`src/rtl/wrb_scheduler_pkg.sv`:
```
// Shared types and default widths for the write-back scheduler and its
// packet consumer (the write-back decoder).
package wrb_scheduler_pkg;

  localparam int CNN_XLEN   = 16;
  localparam int ICP_NUM_D  = 2;
  localparam int OCP_NUM_D  = 4;
  localparam int ADDR_B_D   = 4;
  localparam int ICP_B_D    = $clog2(ICP_NUM_D);
  localparam int OCP_B_D    = $clog2(OCP_NUM_D);
  localparam int WRB_ADDR_W = ADDR_B_D + ICP_B_D + OCP_B_D;

  typedef enum logic [2:0] {
    INVALID = 3'd0,
    PE_LOAD = 3'd1,
    PE_CONV = 3'd2,
    PE_POOL = 3'd3,
    PE_WRB  = 3'd4
  } PE_STATE_T;

  typedef enum logic [1:0] {
    S_IDLE  = 2'd0,
    S_RUN   = 2'd1,
    S_DRAIN = 2'd2,
    S_DONE  = 2'd3
  } sched_state_t;

  typedef struct packed {
    PE_STATE_T               PE_state;
    logic                    wrb;
    logic [CNN_XLEN-1:0]     wrb_data;
    logic [WRB_ADDR_W-1:0]   wrb_addr;
    logic [ADDR_B_D-1:0]     rdb_addr;
  } CNTR_PACKET;

  // Write-back address layout: {channel, bank, word offset}.
  function automatic logic [WRB_ADDR_W-1:0] pack_addr(
    input logic [OCP_B_D-1:0]  ch,
    input logic [ICP_B_D-1:0]  bank,
    input logic [ADDR_B_D-1:0] off
  );
    return {ch, bank, off};
  endfunction

endpackage

```
`src/rtl/wrb_scheduler_rr_arbiter.sv`:
```
// Round-robin priority picker: grants the first requester at or above the
// pointer, wrapping to the low indices.
module rr_arbiter #(
  parameter int N  = 4,
  parameter int PB = (N > 1) ? $clog2(N) : 1
) (
  input  logic [N-1:0]  i_req,
  input  logic [PB-1:0] i_ptr,
  output logic [N-1:0]  o_gnt
);

  logic w_found;

  always_comb begin
    o_gnt   = '0;
    w_found = 1'b0;
    for (int j = 0; j < N; j++) begin
      if (!w_found && (j >= int'(i_ptr)) && i_req[j]) begin
        o_gnt[j] = 1'b1;
        w_found  = 1'b1;
      end
    end
    // Wrapped pass over the indices below the pointer.
    for (int j = 0; j < N; j++) begin
      if (!w_found && (j < int'(i_ptr)) && i_req[j]) begin
        o_gnt[j] = 1'b1;
        w_found  = 1'b1;
      end
    end
  end

endmodule

```
`src/rtl/wrb_scheduler.sv`:
```
// Layer write-back scheduler: round-robin grants OCP_NUM channel requesters and
// emits one registered write packet per handshake, addressed {channel, bank, offset}.
module wrb_scheduler
  import wrb_scheduler_pkg::*;
#(
  parameter int DATA_WID = CNN_XLEN,
  parameter int ICP_NUM  = ICP_NUM_D,
  parameter int OCP_NUM  = OCP_NUM_D,
  parameter int ADDR_B   = ADDR_B_D
) (
  input  logic                        clk,
  input  logic                        reset_n,
  input  logic                        start,
  input  logic [ADDR_B:0]             frame_len,
  input  PE_STATE_T                   pe_state_in,
  input  logic [ADDR_B-1:0]           rdb_addr_in,
  input  logic [OCP_NUM-1:0]          req_valid,
  input  logic [OCP_NUM*DATA_WID-1:0] req_data,
  output logic [OCP_NUM-1:0]          req_ready,
  output CNTR_PACKET                  cntr_pk_out,
  output logic                        busy,
  output logic                        done
);

  localparam int ICP_B = $clog2(ICP_NUM);
  localparam int OCP_B = $clog2(OCP_NUM);

  sched_state_t        r_state, w_nstate;
  logic [ADDR_B:0]     r_frame_len;
  logic [ADDR_B-1:0]   r_off [OCP_NUM];
  logic [ICP_B-1:0]    r_icp [OCP_NUM];
  logic [OCP_NUM-1:0]  r_fin;
  logic [OCP_B-1:0]    r_rr;
  CNTR_PACKET          r_pk;

  logic [OCP_NUM-1:0]  w_req, w_gnt;
  logic                w_hs, w_accept;
  logic [OCP_B-1:0]    w_idx;
  logic [ADDR_B-1:0]   w_off_sel;
  logic [ICP_B-1:0]    w_icp_sel;
  logic [DATA_WID-1:0] w_data_sel;

  assign w_accept = (r_state == S_IDLE) && start;
  // Finished channels are masked so a lingering valid can never be granted.
  assign w_req    = (r_state == S_RUN) ? (req_valid & ~r_fin) : '0;

  rr_arbiter #(
    .N  (OCP_NUM),
    .PB (OCP_B)
  ) u_arb (
    .i_req (w_req),
    .i_ptr (r_rr),
    .o_gnt (w_gnt)
  );

  assign req_ready = w_gnt;
  assign w_hs      = |w_gnt;

  always_comb begin
    w_idx      = '0;
    w_off_sel  = '0;
    w_icp_sel  = '0;
    w_data_sel = '0;
    for (int r = 0; r < OCP_NUM; r++) begin
      if (w_gnt[r]) begin
        w_idx      = OCP_B'(r);
        w_off_sel  = r_off[r];
        w_icp_sel  = r_icp[r];
        w_data_sel = req_data[r*DATA_WID +: DATA_WID];
      end
    end
  end

  always_ff @(posedge clk or negedge reset_n) begin
    if (!reset_n) begin
      r_state <= S_IDLE;
    end else begin
      r_state <= w_nstate;
    end
  end

  always_comb begin
    w_nstate = r_state;
    case (r_state)
      S_IDLE:  if (start) w_nstate = (frame_len != '0) ? S_RUN : S_DONE;
      S_RUN:   if (&r_fin) w_nstate = S_DRAIN;
      S_DRAIN: w_nstate = S_DONE;
      S_DONE:  w_nstate = S_IDLE;
      default: w_nstate = S_IDLE;
    endcase
  end

  always_ff @(posedge clk or negedge reset_n) begin
    if (!reset_n) begin
      for (int r = 0; r < OCP_NUM; r++) begin
        r_off[r] <= '0;
        r_icp[r] <= '0;
      end
      r_fin       <= '0;
      r_rr        <= '0;
      r_frame_len <= '0;
    end else if (w_accept) begin
      for (int r = 0; r < OCP_NUM; r++) begin
        r_off[r] <= '0;
        r_icp[r] <= '0;
      end
      r_fin       <= '0;
      r_rr        <= '0;
      r_frame_len <= frame_len;
    end else if (w_hs) begin
      r_rr <= (w_idx == OCP_B'(OCP_NUM-1)) ? '0 : w_idx + OCP_B'(1);
      if ({1'b0, w_off_sel} == r_frame_len - 1'b1) begin
        r_off[w_idx] <= '0;
        r_icp[w_idx] <= (w_icp_sel == ICP_B'(ICP_NUM-1)) ? '0 : w_icp_sel + ICP_B'(1);
        if (w_icp_sel == ICP_B'(ICP_NUM-1)) r_fin[w_idx] <= 1'b1;
      end else begin
        r_off[w_idx] <= w_off_sel + ADDR_B'(1);
      end
    end
  end

  // Output packet stage: addresses carry the pre-increment counter values.
  always_ff @(posedge clk or negedge reset_n) begin
    if (!reset_n) begin
      r_pk <= '0;
    end else begin
      r_pk.wrb <= w_hs;
      if (w_hs) begin
        r_pk.wrb_data <= CNN_XLEN'(w_data_sel);
        r_pk.wrb_addr <= pack_addr(w_idx, w_icp_sel, w_off_sel);
      end
      r_pk.PE_state <= (r_state == S_RUN || r_state == S_DRAIN) ? pe_state_in : INVALID;
      r_pk.rdb_addr <= rdb_addr_in;
    end
  end

  assign cntr_pk_out = r_pk;
  assign busy        = (r_state != S_IDLE);
  assign done        = (r_state == S_DONE);

endmodule

```
`config.mk`:
```
export PLATFORM = sky130hd
export DESIGN_NAME = wrb_scheduler
export DESIGN_NICKNAME = d
export VERILOG_FILES = /design/src/rtl/wrb_scheduler_pkg.sv /design/src/rtl/wrb_scheduler_rr_arbiter.sv /design/src/rtl/wrb_scheduler.sv
export SDC_FILE = /design/constraint.sdc
export NUM_CORES = 1
export LEC_CHECK = 0
export CAP_MARGIN = 20
export CORE_MARGIN = 4
export CORE_UTILIZATION = 45
export DETAILED_ROUTE_END_ITERATION = 10
export GPL_TIMING_DRIVEN = 0
export HOLD_SLACK_MARGIN = 0.05
export PLACE_DENSITY = 0.76
export SETUP_SLACK_MARGIN = 0.3
export SYNTH_ARGS = -nofsm -noshare
export SYNTH_HDL_FRONTEND = slang
export SYNTH_SLANG_ARGS = --single-unit
```
`constraint.sdc`:
```
create_clock -name clk -period 4.35 [get_ports clk]
set_input_delay 0.87 -clock clk [delete_from_list [all_inputs] [get_ports clk]]
set_output_delay 0.87 -clock clk [all_outputs]
set_load 0.02 [all_outputs]
```
### Word level (Yosys, flattened, before mapping)

Index checks and enable logic that the tools add are counted.
W data, S select, Z words.

* add/sub/neg operators: 4
* multipliers: 0
* divide/modulo/power cells: 0
* order comparisons: 10
* equal/unequal tests: 7
* shift operators: 0
* muxes and demuxes: 55
* bitwise logic cells: 6
* reduce and logical (&&, ||, !) cells: 33

Operator list (number)
* $mux W16: 7
* $mux W4: 13
* $mux W1: 20
* $and A16 B16 Y16: 1
* $bwmux W16: 1
* $mux W2: 8
* $not A16 Y16: 1
* $logic_and A1 B1 Y1: 15
* $demux W4 S2: 1
* $pmux W2 S4: 1
* $reduce_bool A2 Y1: 4
* $eq A2 B2 Y1 const B: 3
* $logic_not A1 Y1: 6
* $eq A4 B5 Y1: 1
* $reduce_bool A5 Y1: 1
* $sub A5 B1 Y5 const B: 1
* $add A4 B1 Y4 const B: 1
* $and A4 B4 Y4: 1
* $bwmux W4: 1
* $demux W1 S2: 2
* $ge A1 B2 Y1 const A: 2
* $lt A1 B2 Y1 const A: 2
* $not A4 Y4: 1
* $or A4 B4 Y4: 1
* other kinds (19): 20

* register bits: 64
* bits in latches: 0
* RAM bits: 0
* ROM bits: 0
* bits of input ports: 83
* output and inout port bits: 37
* logic and storage cells: 132
* memories: 0

### Longest topological paths before layout

Gate-level depths: netlist of run 1.

* word-level depth: 40
* mapped depth: 15
* depth with buffers taken out: 13

### Hierarchy

A second synthesis of run 1 with hierarchy kept.

* cells, all modules: 351
* area, all modules: 3447.1 um2

By module, submodules not included
* wrb_scheduler: instances 1, cells each 335, area an instance 3339.5 um2, seq. area each 1601.5 um2
* rr_arbiter: instances 1, cells each 16, area an instance 107.6 um2, seq. area each 0.0 um2

### Worst setup path after synthesis of run 1

Ideal clock, no wire load.

* path kind: input port to flip-flop
* start: in req_valid[1]
* end: reg r_icp[0] (netlist name)
* setup time: 99 ps
* data arrival time: 3171 ps
* data required time: 4251 ps
* path slack: 1080 ps
* cell stages on the path: 12
* buffers on the path: 2
* cells stage by stage: or2b_1 o21ai_1 or4_1 buf_2 inv_2 clkbuf_1 nor2_1 inv_1 ha_1 and2_1 a31oi_1 a311oi_1

* elaborated cells between the ends (all ways): 56
* those cells by class: add/sub (1); order compare (2); eq/ne (1); mux (30); bitwise (2); reduce/logical (20)

RTL lines
* start: declaration: line wrb_scheduler.sv:17 `input logic [OCP_NUM-1:0] req_valid,`
* $and A4 B4 Y4 (*): line wrb_scheduler.sv:45 `assign w_req = (r_state == S_RUN) ? (req_valid & ~r_fin) : '0;`
* $mux W4 (*): line wrb_scheduler.sv:45
* $logic_and A1 B1 Y1 (*): line wrb_scheduler_rr_arbiter.sv:18 `if (!w_found && (j >= int'(i_ptr)) && i_req[j]) begin`
* $mux W1 (*): line wrb_scheduler_rr_arbiter.sv:18
* $logic_not A1 Y1: line wrb_scheduler_rr_arbiter.sv:18
* $logic_and A1 B1 Y1 (2 in series): line wrb_scheduler_rr_arbiter.sv:18
* $mux W1 (*): line wrb_scheduler_rr_arbiter.sv:18
* $logic_not A1 Y1 (*): line wrb_scheduler_rr_arbiter.sv:18
* [2 not listed]
* named net req_ready[3]: line wrb_scheduler.sv:19 `output logic [OCP_NUM-1:0] req_ready,`
* [1 not listed]
* named net w_idx[0]: line wrb_scheduler.sv:38 `logic [OCP_B-1:0] w_idx;`
* [1 not listed]
* $ge A3 B3 Y1 (not written as such) / $lt A3 B1 Y1 (equally long branches): line wrb_scheduler.sv:114 `r_icp[w_idx] <= (w_icp_sel == ICP_B'(ICP_NUM-1)) ? '0 : w_icp_sel + ICP_B'(1);`
* $logic_and A1 B1 Y1 (not written as such): line wrb_scheduler.sv:114
* $mux W1: line wrb_scheduler.sv:114
* $demux W1 S2 (*): line wrb_scheduler.sv:114
* $bwmux W4 (*): line wrb_scheduler.sv:114
* $mux W4 (*): line wrb_scheduler.sv:112 `if ({1'b0, w_off_sel} == r_frame_len - 1'b1) begin`
* $mux W4 (*): line wrb_scheduler.sv:110 `end else if (w_hs) begin`
* $mux W4 (*): line wrb_scheduler.sv:102 `end else if (w_accept) begin`
* end signal: indexed assignment: line wrb_scheduler.sv:114
* end: declaration: line wrb_scheduler.sv:31 `logic [ICP_B-1:0] r_icp [OCP_NUM];`

Mark *: on every way through the listed nets, which the timed path passes. The rest lies on a longest branch. The select of a mux whose other input is x is not followed.
A chain may end at the register's enable or synchronous reset.

### Final worst setup path of run 1

* start: in req_valid[1]
* end: out req_ready[3]

* cells in the longest elaborated chain, start to end: 11

Ends and longest elaborated chain (line)
* $and A4 B4 Y4 (*): wrb_scheduler.sv:45
* $mux W4 (*): wrb_scheduler.sv:45
* $logic_and A1 B1 Y1 (*): wrb_scheduler_rr_arbiter.sv:18
* $mux W1 (*): wrb_scheduler_rr_arbiter.sv:18
* $logic_not A1 Y1: wrb_scheduler_rr_arbiter.sv:18
* $logic_and A1 B1 Y1 (2 in series): wrb_scheduler_rr_arbiter.sv:18
* $mux W1 (*): wrb_scheduler_rr_arbiter.sv:18
* $logic_not A1 Y1 (*): wrb_scheduler_rr_arbiter.sv:18
* $logic_and A1 B1 Y1 (*): wrb_scheduler_rr_arbiter.sv:18
* $mux W1 (*): wrb_scheduler_rr_arbiter.sv:18
* end: declaration: wrb_scheduler.sv:19

Every way passes the cells marked *; elsewhere a longest branch is shown, timed or not.

==> key figures, run 1 <==
Worst setup path
  • Worst setup EP type: primary output
  • Worst EP required: 3480 ps
  • Max FO, Critical Path: 10
  • Startpoint types: input port
  • Worst Reg-to-Reg Cells: 15
  • Critical Path AT: 3080 ps
  • Crit Path Class: input port to primary output

Synthesis
  • Largest cells by area after synthesis: dfrtp_1, nand2_1, a222oi_1, ha_1, nand3_1
  • Netlist Area Pre-Place: 3415 sq um
  • Syn_nets: 445
  • Synth Area in XOR/XNOR: 0.01796
  • Main synth FF type: dfrtp_1
  • Yosys top cell area share: 0.4690
  • Post-synthesis sequential area ratio: 0.4690
  • Mux contribution to synthesized area: 0.002931
  • Asr flop ratio synth: 1.000
  • Area share of fa/ha/maj cells after synthesis: 0.04031
  • Synth Area in Compound Gates: 0.2521
  • Largest family of logic cells by synthesized area: compound AO/OA/AOI/OAI gates
  • Synth Register Bits: 64
  • Post-synth cell types: 61
  • Synthesized instance count: 351
  • Avg Cell Area, Syn: 9.728 sq um
  • Yosys warnings: 0
  • Synth Area in Simple Gates: 0.1744
  • Post-synth EDFFs: 0
  • Yosys top cell by area: dfrtp_1

Global routing
  • Initial antenna violation count: 0
  • First-pass GRT wire length: 16.91 mm
  • Total gr overflow: 0
  • Vias in the first global route: 3415
  • Largest net degree at the start of global routing: 65
  • Global Route Usage Sum: 0.2388

STA
  • Final Skew: 8.492 ps
  • Max Clock Freq: 253.3 MHz
  • Setup TNS: 0 ps
  • RSZ-0062 raised after global routing: no
  • Final Hold Fails: 0
  • Max-slew violation count: 0
  • Tcrit/Tclk final: 0.9076
  • Fin crit period: 3948 ps
  • Worst Max-Slew Pin Slew: 801.6 ps
  • Relative slew slack: 0.4656
  • Setup Viol. Count Final: 0
  • Hold_ws: 477.4 ps

Min path
  • Worst min path class: register to register
  • Hold path depth: 2

Routing
  • WL/cell: 18.09 microns
  • Via/cell ratio: 5.947
  • Vias post-DR: 3479
  • ANT nets after route: 0
  • Initial DRC Count: 302
  • Drt drc: 0
  • Initial DRT Pass Iterations: 7
  • WL final: 10.58 mm

Die
  • Die W: 95.11 microns
  • Die H: 95.11 microns
  • Row cnt: 31
  • Core Region: 7331 sq um
  • I/O Pins: 120
  • Initial Util: 0.4658
  • Die ar.: 9046 sq um

Place
  • Routability cong.: 0.9557
  • IO buf count: 119
  • Placed cell count: 569
  • Post-DP HPWL: 7.863 mm

Clock tree
  • CTS root buf: clkbuf_8
  • Clk sink count: 64
  • Clock-pin slew on the worst setup and hold paths: 70 ps
  • CTS H-tree depth: 3
  • Total CTS buffers: 9
  • CTS tree: done
  • Clock Latency Late Sink: 350 ps
  • Maximum clock path buffer count: 2

Final layout
  • Final core utilization: 0.6837
  • NumNets Final: 575
  • Most frequent cells in the layout: clkdlybuf4s50_1, dfrtp_1, nand2_1
  • Layout Cells excl Fill: 585
  • Share of layout cells above drive strength 1: 0.09053
  • Ant diodes: 0
  • Area grow syn2layout: 46.79%
  • # fillers: 570
  • Commonest non-fill, non-tap cell in the layout: clkdlybuf4s50_1

Power
  • Pleak: 2.274 nW
  • Pwr Density: 683.1 nW/um^2
  • Power Total: 3.424 mW
  • Max IR drop VDD: 0.4344 mV

Status
  • Status: finished clean

Run
  • Max-Cap Viols: 0
## logic make-up (layout without fill, tap and decap cells)
logic type | Yosys count | in the layout
AOI/OAI and AO/OA | 108 | 108
xor gates and xnor gates | 7 | 7
adders and majority gates | 11 | 11
buffers and inverters | 35 | 170
DFF | 64 | 64
muxes | 1 | 1
and+or+nand+nor | 125 | 125
## stage by stage
step / worst slack (ps) / instance area [sq um]
after floorplan: 1080 / 3415
after global placement: -264.2 / 4730
after detailed placement: -253.8 / 4727
after CTS: 397.8 / 5012
after global routing: 318.6 / 5012
final: 402.0 / 5012
## flip-flops by register name, summed over array words and instances, names as in the netlist
| register | cells |
|---|---|
| r_rr | 2 |
| r_fin | 4 |
| cntr_pk_out | 31 |
| r_icp | 4 |
| r_state | 2 |
| r_frame_len | 5 |
| r_off | 16 |
## layout make-up
cell class                      count  area, sq um  share of cell area
Multi-Input combinational cell    252         1687              0.3365
Sequential cell                    64         1602              0.3195
Timing Repair Buffer              119         1184              0.2361
Clock buffer                       10        137.6             0.02746
Tap cell                           99        123.9             0.02471
Clock inverter                      6        115.1             0.02297
Buffer                             19        103.9             0.02072
Inverter                           16        60.06             0.01198
## final timing paths
| check | from | endpoint | slack [ps] |
|---|---|---|---|
| setup / recovery | req_valid[1] | req_ready[3] | 400 |
| hold / removal | cntr_pk_out[13]$_DFFE_PN0P_ | cntr_pk_out[13]$_DFFE_PN0P_ | 480 |
| setup reg to reg | r_state[1]$_DFFE_PN0P_ | r_icp[0]$_DFFE_PN0P_ | 740 |
| hold reg to reg | cntr_pk_out[13]$_DFFE_PN0P_ | cntr_pk_out[13]$_DFFE_PN0P_ | 480 |
| max in group asynchronous | reset_n | r_off[11]$_DFFE_PN0P_ | 3220 |
| min in group asynchronous | reset_n | r_off[10]$_DFFE_PN0P_ | 600 |
## where the power goes
group / switching, mW / internal, mW
Clock: 0.245 / 0.399
Combinational: 1.08 / 0.752
Sequential: 0.135 / 0.811
Total: 1.46 / 1.96
## synth_stat cells, types with 3 or more instances
| cell | instances |
|---|---|
| dfrtp_1 | 64 |
| nand2_1 | 62 |
| nand3_1 | 18 |
| a222oi_1 | 17 |
| o21ai_0 | 17 |
| clkbuf_1 | 14 |
| inv_1 | 13 |
| nor2_1 | 13 |
| ha_1 | 11 |
| a21oi_1 | 9 |
| a22oi_1 | 8 |
| and2_1 | 7 |
| o31ai_1 | 7 |
| o41ai_1 | 7 |
| a21o_1 | 5 |
| nand4_1 | 5 |
| a31oi_1 | 4 |
| xnor2_1 | 4 |
| a221oi_1 | 3 |
| a22o_1 | 3 |
| o22ai_1 | 3 |
| xor2_1 | 3 |
## repair_timing
action / 4_1_cts / 5_1_grt
buffers inserted: 0 / 0
gates resized for setup: 17 / 2
setup endpoints to repair: 4 / 18
gates cloned: 0 / 0
hold buffers: 0 / 0
## critical path, cell delays in order
cell,delay [ps]
clkdlybuf4s50_1,460
or2b_1,180
o21ai_1,110
or4_1,530
buf_2,190
inv_2,110
clkbuf_2,250
dlygate4sd2_1,370
## metal layers
metal / part of all wire / GRT usage
met5: 0 / 0
met4: 0.024 / 0.08053
met3: 0.059 / 0.06077
met2: 0.52 / 0.3901
met1: 0.40 / 0.3085
No activity file was read; power rests on OpenSTA's default activity.
==> run 2, diff against run 1 <==
SETUP_SLACK_MARGIN = 0.5   (was 0.3)
==> key figures, run 2 (synthesized netlist as in run 1, its figures left out) <==
Status
  • Status: finished clean

Power
  • Max IR drop VDD: 0.4341 mV
  • Pleak: 2.346 nW
  • Sw Share: 0.4271
  • Pwr Density: 688.9 nW/um^2
  • Sw power: 1.515 mW
  • Clock Power Share: 0.182
  • Reg power frac: 0.267
  • Pint: 2.032 mW
  • Power Total: 3.546 mW
  • Gate power share: 0.551

Clock tree
  • Clock Latency Late Sink: 350 ps
  • Total CTS buffers: 9
  • Clock-pin slew on the worst setup and hold paths: 70 ps
  • Maximum clock path buffer count: 2
  • CTS root buf: clkbuf_8
  • Clk sink count: 64
  • CTS H-tree depth: 3
  • CTS tree: done
  • CTS Hold Buffers Added: 0

Global routing
  • Largest net degree at the start of global routing: 65
  • Total gr overflow: 0
  • First-pass GRT wire length: 16.91 mm
  • Global Route Usage Sum: 0.2388
  • Initial antenna violation count: 0
  • Vias in the first global route: 3415

Worst setup path
  • Worst EP required: 3480 ps
  • CP dominant cell by count: clkbuf_2
  • CP top delay family: buffers and inverters
  • Worst setup EP type: primary output
  • Max FO, Critical Path: 10
  • CP bufs+invs: 5
  • Slowest-stage cell, CP: clkdlybuf4s50_1
  • Crit-path cells: clkdlybuf4s50_1 -> nand3b_1 -> a21oi_1 -> o32a_2 -> inv_2 -> clkbuf_4 -> clkbuf_2 -> clkbuf_2
  • Largest stage delay on the critical path: 460 ps
  • R2R setup slack: 800 ps
  • Startpoint types: input port
  • Critical Path AT: 2890 ps
  • Crit Path Class: input port to primary output

Final layout
  • Commonest non-fill, non-tap cell in the layout: clkdlybuf4s50_1
  • Most frequent cells in the layout: clkdlybuf4s50_1, dfrtp_1, nand2_1
  • Area grow syn2layout: 50.75%
  • Final core utilization: 0.7022
  • Share of layout cells above drive strength 1: 0.1192
  • Ant diodes: 0
  • Layout Cells excl Fill: 594
  • Max FFs per register: 31
  • NumNets Final: 584

STA
  • Final WS setup: 589.0 ps
  • Relative slew slack: 0.4655
  • Max-slew violation count: 0
  • Final Skew: 8.437 ps
  • Setup Viol. Count Final: 0
  • Final Hold Fails: 0
  • Setup TNS: 0 ps
  • Tcrit/Tclk final: 0.8646
  • RSZ-0062 raised after global routing: no
  • Max Clock Freq: 265.9 MHz
  • Worst Max-Slew Pin Slew: 801.8 ps
  • Fin crit period: 3761 ps

Routing
  • Drt drc: 0
  • WL/cell: 18.25 microns
  • WL final: 10.84 mm
  • Initial DRC Count: 282
  • Initial DRT Pass Iterations: 7
  • ANT nets after route: 0
  • Vias post-DR: 3489
  • Via/cell ratio: 5.874

Place
  • Routability cong.: 0.9557
  • IO buf count: 119
  • Dpl ws: -253.8 ps
  • Placed cell count: 569
  • Post-DP HPWL: 7.863 mm

Die
  • Die W: 95.11 microns
  • Die H: 95.11 microns
  • Row cnt: 31
  • Initial Util: 0.4658
  • I/O Pins: 120
  • Core Region: 7331 sq um
  • Die ar.: 9046 sq um

Min path
  • Worst min path class: register to register

Run
  • Max-Cap Viols: 0
run 2: metrics by stage:
step | hold slack (ps) | cell area (sq um)
finish | 476.0 | 5147
global route | 490.7 | 5147
CTS | 480.8 | 5019
detailed placement | 462.9 | 4727
global placement | 459.0 | 4730
floorplan | 464.9 | 3415
run 2: final timing paths:
path	start	endpoint	cells past startpoint
setup / recovery	req_valid[1]	req_ready[2]	8
hold / removal	cntr_pk_out[13]$_DFFE_PN0P_	cntr_pk_out[13]$_DFFE_PN0P_	2
setup reg to reg	r_state[1]$_DFFE_PN0P_	r_icp[0]$_DFFE_PN0P_	15
hold reg to reg	cntr_pk_out[13]$_DFFE_PN0P_	cntr_pk_out[13]$_DFFE_PN0P_	2
max in group asynchronous	reset_n	r_off[5]$_DFFE_PN0P_	1
min in group asynchronous	reset_n	r_frame_len[3]$_DFFE_PN0P_	1
run 2: area by class of cell:
cell class	instances	area, sq um
Sequential cell	64	1602
Clock inverter	6	115.1
Clock buffer	10	137.6
Timing Repair Buffer	128	1256
Fill cell	547	2183
Tap cell	99	123.9
Inverter	16	61.31
Multi-Input combinational cell	252	1745
Buffer	19	106.4
run 2: worst register-to-register path, stage by stage, from the launching register on:
cell	delay [ps]
dfrtp_1	420
inv_1	120
ha_1	300
nand3b_1	200
nor2_1	310
o21ai_4	100
buf_12	140
buf_4	130
a22o_1	200
mux2i_1	230
o211ai_1	120
a21oi_1	520
and2_1	230
buf_6	140
buf_6	150
a311oi_1	90
run 2: routing by layer:
metal,GRT usage,up-vias,wire length [microns]
li1,-,1600,-
met1,0.3085,1727,4320
met2,0.3901,135,5641
met3,0.06077,27,647
met4,0.08053,0,234
met5,0,-,0
run 2: power by group through the flow:
stage | Clock (mW) | Sequential, mW | Combinational (mW)
floorplan | 0 | 1.08 | 1.00
global placement | 0 | 0.942 | 1.77
detailed placement | 0 | 0.948 | 1.81
CTS | 0.653 | 0.942 | 1.83
global route | 0.682 | 0.970 | 2.13
finish | 0.644 | 0.946 | 1.96
run 2: repair_timing:
item | CTS | global route
gates resized for setup | 21 | 12
pin swaps | 0 | 4
setup endpoints to repair | 14 | 22
buffers inserted | 0 | 9
==> run 3, diff against run 2 <==
CORE_UTILIZATION = 41   (was 45)
PLACE_DENSITY = 0.73   (was 0.76)
clock period = 3.09 ns   (was 4.35 ns; I/O delays follow)
==> key figures, run 3 (synthesized netlist as in run 1, its figures left out) <==
Worst setup path
  • Critical Path AT: 3440 ps
  • Max FO, Critical Path: 7
  • Crit Path Class: register to register
  • Critical R2R Launch: r_state[1]$_DFFE_PN0P_
  • Startpoint types: register
  • Worst EP required: 3330 ps
  • Worst Reg-to-Reg Cells: 14
  • Worst setup EP type: register
  • Critical R2R Capture: r_off[6]$_DFFE_PN0P_
  • R2R setup slack: -110 ps

STA
  • Setup Viol. Count Final: 14
  • Final WS setup: -111.7 ps
  • Max-slew violation count: 0
  • Max Clock Freq: 312.3 MHz
  • Final Skew: 10.23 ps
  • Relative slew slack: 0.4560
  • Tcrit/Tclk final: 1.036
  • Fin crit period: 3202 ps
  • Worst Max-Slew Pin Slew: 816.0 ps
  • RSZ-0062 raised after global routing: yes
  • Final Hold Fails: 0

Status
  • Failing checks: negative setup slack
  • Status: complete, but fails checks

Final layout
  • Max FFs per register: 31
  • Area grow syn2layout: 69.11%
  • NumNets Final: 621
  • Commonest non-fill, non-tap cell in the layout: clkdlybuf4s50_1
  • # fillers: 571
  • Share of layout cells above drive strength 1: 0.2500
  • Final core utilization: 0.7063
  • FF/Latch Area: 1602 sq um
  • Finished Cell Area: 5774 sq um
  • Multi-input logic area: 1986 sq um
  • Most frequent cells in the layout: clkdlybuf4s50_1, dfrtp_1, nand2_1
  • Ant diodes: 0

Global routing
  • First-pass GRT wire length: 18.71 mm
  • Initial antenna violation count: 0
  • Global Route Usage Sum: 0.2391
  • Largest net degree at the start of global routing: 65
  • Vias in the first global route: 3697
  • Total gr overflow: 0

Place
  • IO buf count: 119
  • Routability cong.: 0.8935
  • Post-DP HPWL: 7.844 mm
  • Placed cell area: 4782 sq um

Routing
  • Via/cell ratio: 5.815
  • ANT nets after route: 0
  • Initial DRT Pass Iterations: 7
  • Initial DRC Count: 298
  • Drt drc: 0
  • WL/cell: 19.05 microns
  • WL final: 12.13 mm
  • Vias post-DR: 3704

Clock tree
  • Clock Latency Late Sink: 350 ps
  • CTS tree: done
  • CTS H-tree depth: 3
  • Maximum clock path buffer count: 2
  • CTS Hold Buffers Added: 0
  • Clock-pin slew on the worst setup and hold paths: 80 ps
  • Clk sink count: 64
  • Total CTS buffers: 9
  • CTS root buf: clkbuf_8

Die
  • Initial Util: 0.4177
  • Core Region: 8175 sq um
  • Die W: 99.26 microns
  • I/O Pins: 120
  • Row cnt: 33
  • Die H: 99.26 microns
  • Die ar.: 9853 sq um

Power
  • Pleak: 2.623 nW
  • Max IR drop VDD: 0.5189 mV
  • Power Total: 5.516 mW
  • Pwr Density: 955.3 nW/um^2

Min path
  • Worst min path class: input port to asynchronous set/reset pin

Run
  • Max-Cap Viols: 0
run 3: cell types whose count changed in the layout (fill, tap and decap cells not counted), moves of 3 or more:
cell	before	now
o31ai_2	0	3
a21oi_1	9	6
buf_6	2	9
bufinv_16	3	0
buf_8	0	6
o31ai_1	7	1
o31ai_4	0	3
buf_4	10	38
buf_2	3	0
a21oi_2	0	3
clkdlybuf4s50_1	114	110
run 3: report_power, final:
part,total (mW),internal [mW],switching [mW]
sequential,1.35,1.14,0.205
combinational,3.50,1.62,1.87
clock,0.674,0.335,0.339
run 3: timing repair:
action / CTS / global route
pin swaps: 29 / 11
resized for setup: 93 / 19
gates cloned: 2 / 0
setup endpoints to repair: 53 / 52
buffers inserted: 33 / 11
run 3: final cells by class:
| type | count | area share |
|---|---|---|
| well taps | 105 | 0.02275 |
| plain buffers | 19 | 0.03250 |
| repair buffers | 165 | 0.2780 |
| multi-input cells | 252 | 0.3439 |
| flip-flops and latches | 64 | 0.2774 |
| inverters | 16 | 0.01365 |
| clock buffers | 12 | 0.02687 |
| clock inverters | 4 | 0.004984 |
run 3: worst max-delay path by stage:
stage	start	end	slack (ps)
6_report	r_state[1]$_DFFE_PN0P_	r_off[6]$_DFFE_PN0P_	-110
5_1_grt	r_state[1]$_DFFE_PN0P_	r_off[6]$_DFFE_PN0P_	-220
4_1_cts	r_state[1]$_DFFE_PN0P_	r_off[8]$_DFFE_PN0P_	-60
3_5_place_dp	req_valid[0]	r_icp[0]$_DFFE_PN0P_	-910
3_3_place_gp	req_valid[0]	req_ready[0]	-860
2_1_floorplan	req_valid[1]	r_off[9]$_DFFE_PN0P_	150
run 3: stage by stage:
stage	instances	hold WS, ps	setup TNS [ps]	setup slack (ps)
6_report	637	366.8	-1089	-111.7
5_1_grt	637	432.1	-3129	-223.6
4_1_cts	626	382.8	-427.3	-60.56
3_5_place_dp	575	472.0	-27190	-909.5
3_3_place_gp	575	457.8	-70320	-859.3
2_1_floorplan	351	322.4	0	146.5
run 3: metal layers:
layer | vias up | GRT usage | part of all wire
met2 | 158 | 0.4039 | 0.52
met4 | 0 | 0.1103 | 0.031
met5 | - | 0 | 0
met1 | 1842 | 0.2956 | 0.39
met3 | 31 | 0.04558 | 0.055
li1 | 1673 | - | -
run 3: critical path: stages (launching register included):
cell and delay, ps:
dfrtp_1 370, inv_2 60, ha_4 180, nand3b_1 180
nor2_4 70, or4_4 490, buf_8 150, a221oi_4 340
o21ai_1 130, a32oi_2 240, o32ai_4 120, and2_4 170
buf_4 130, buf_6 120, o41ai_2 330
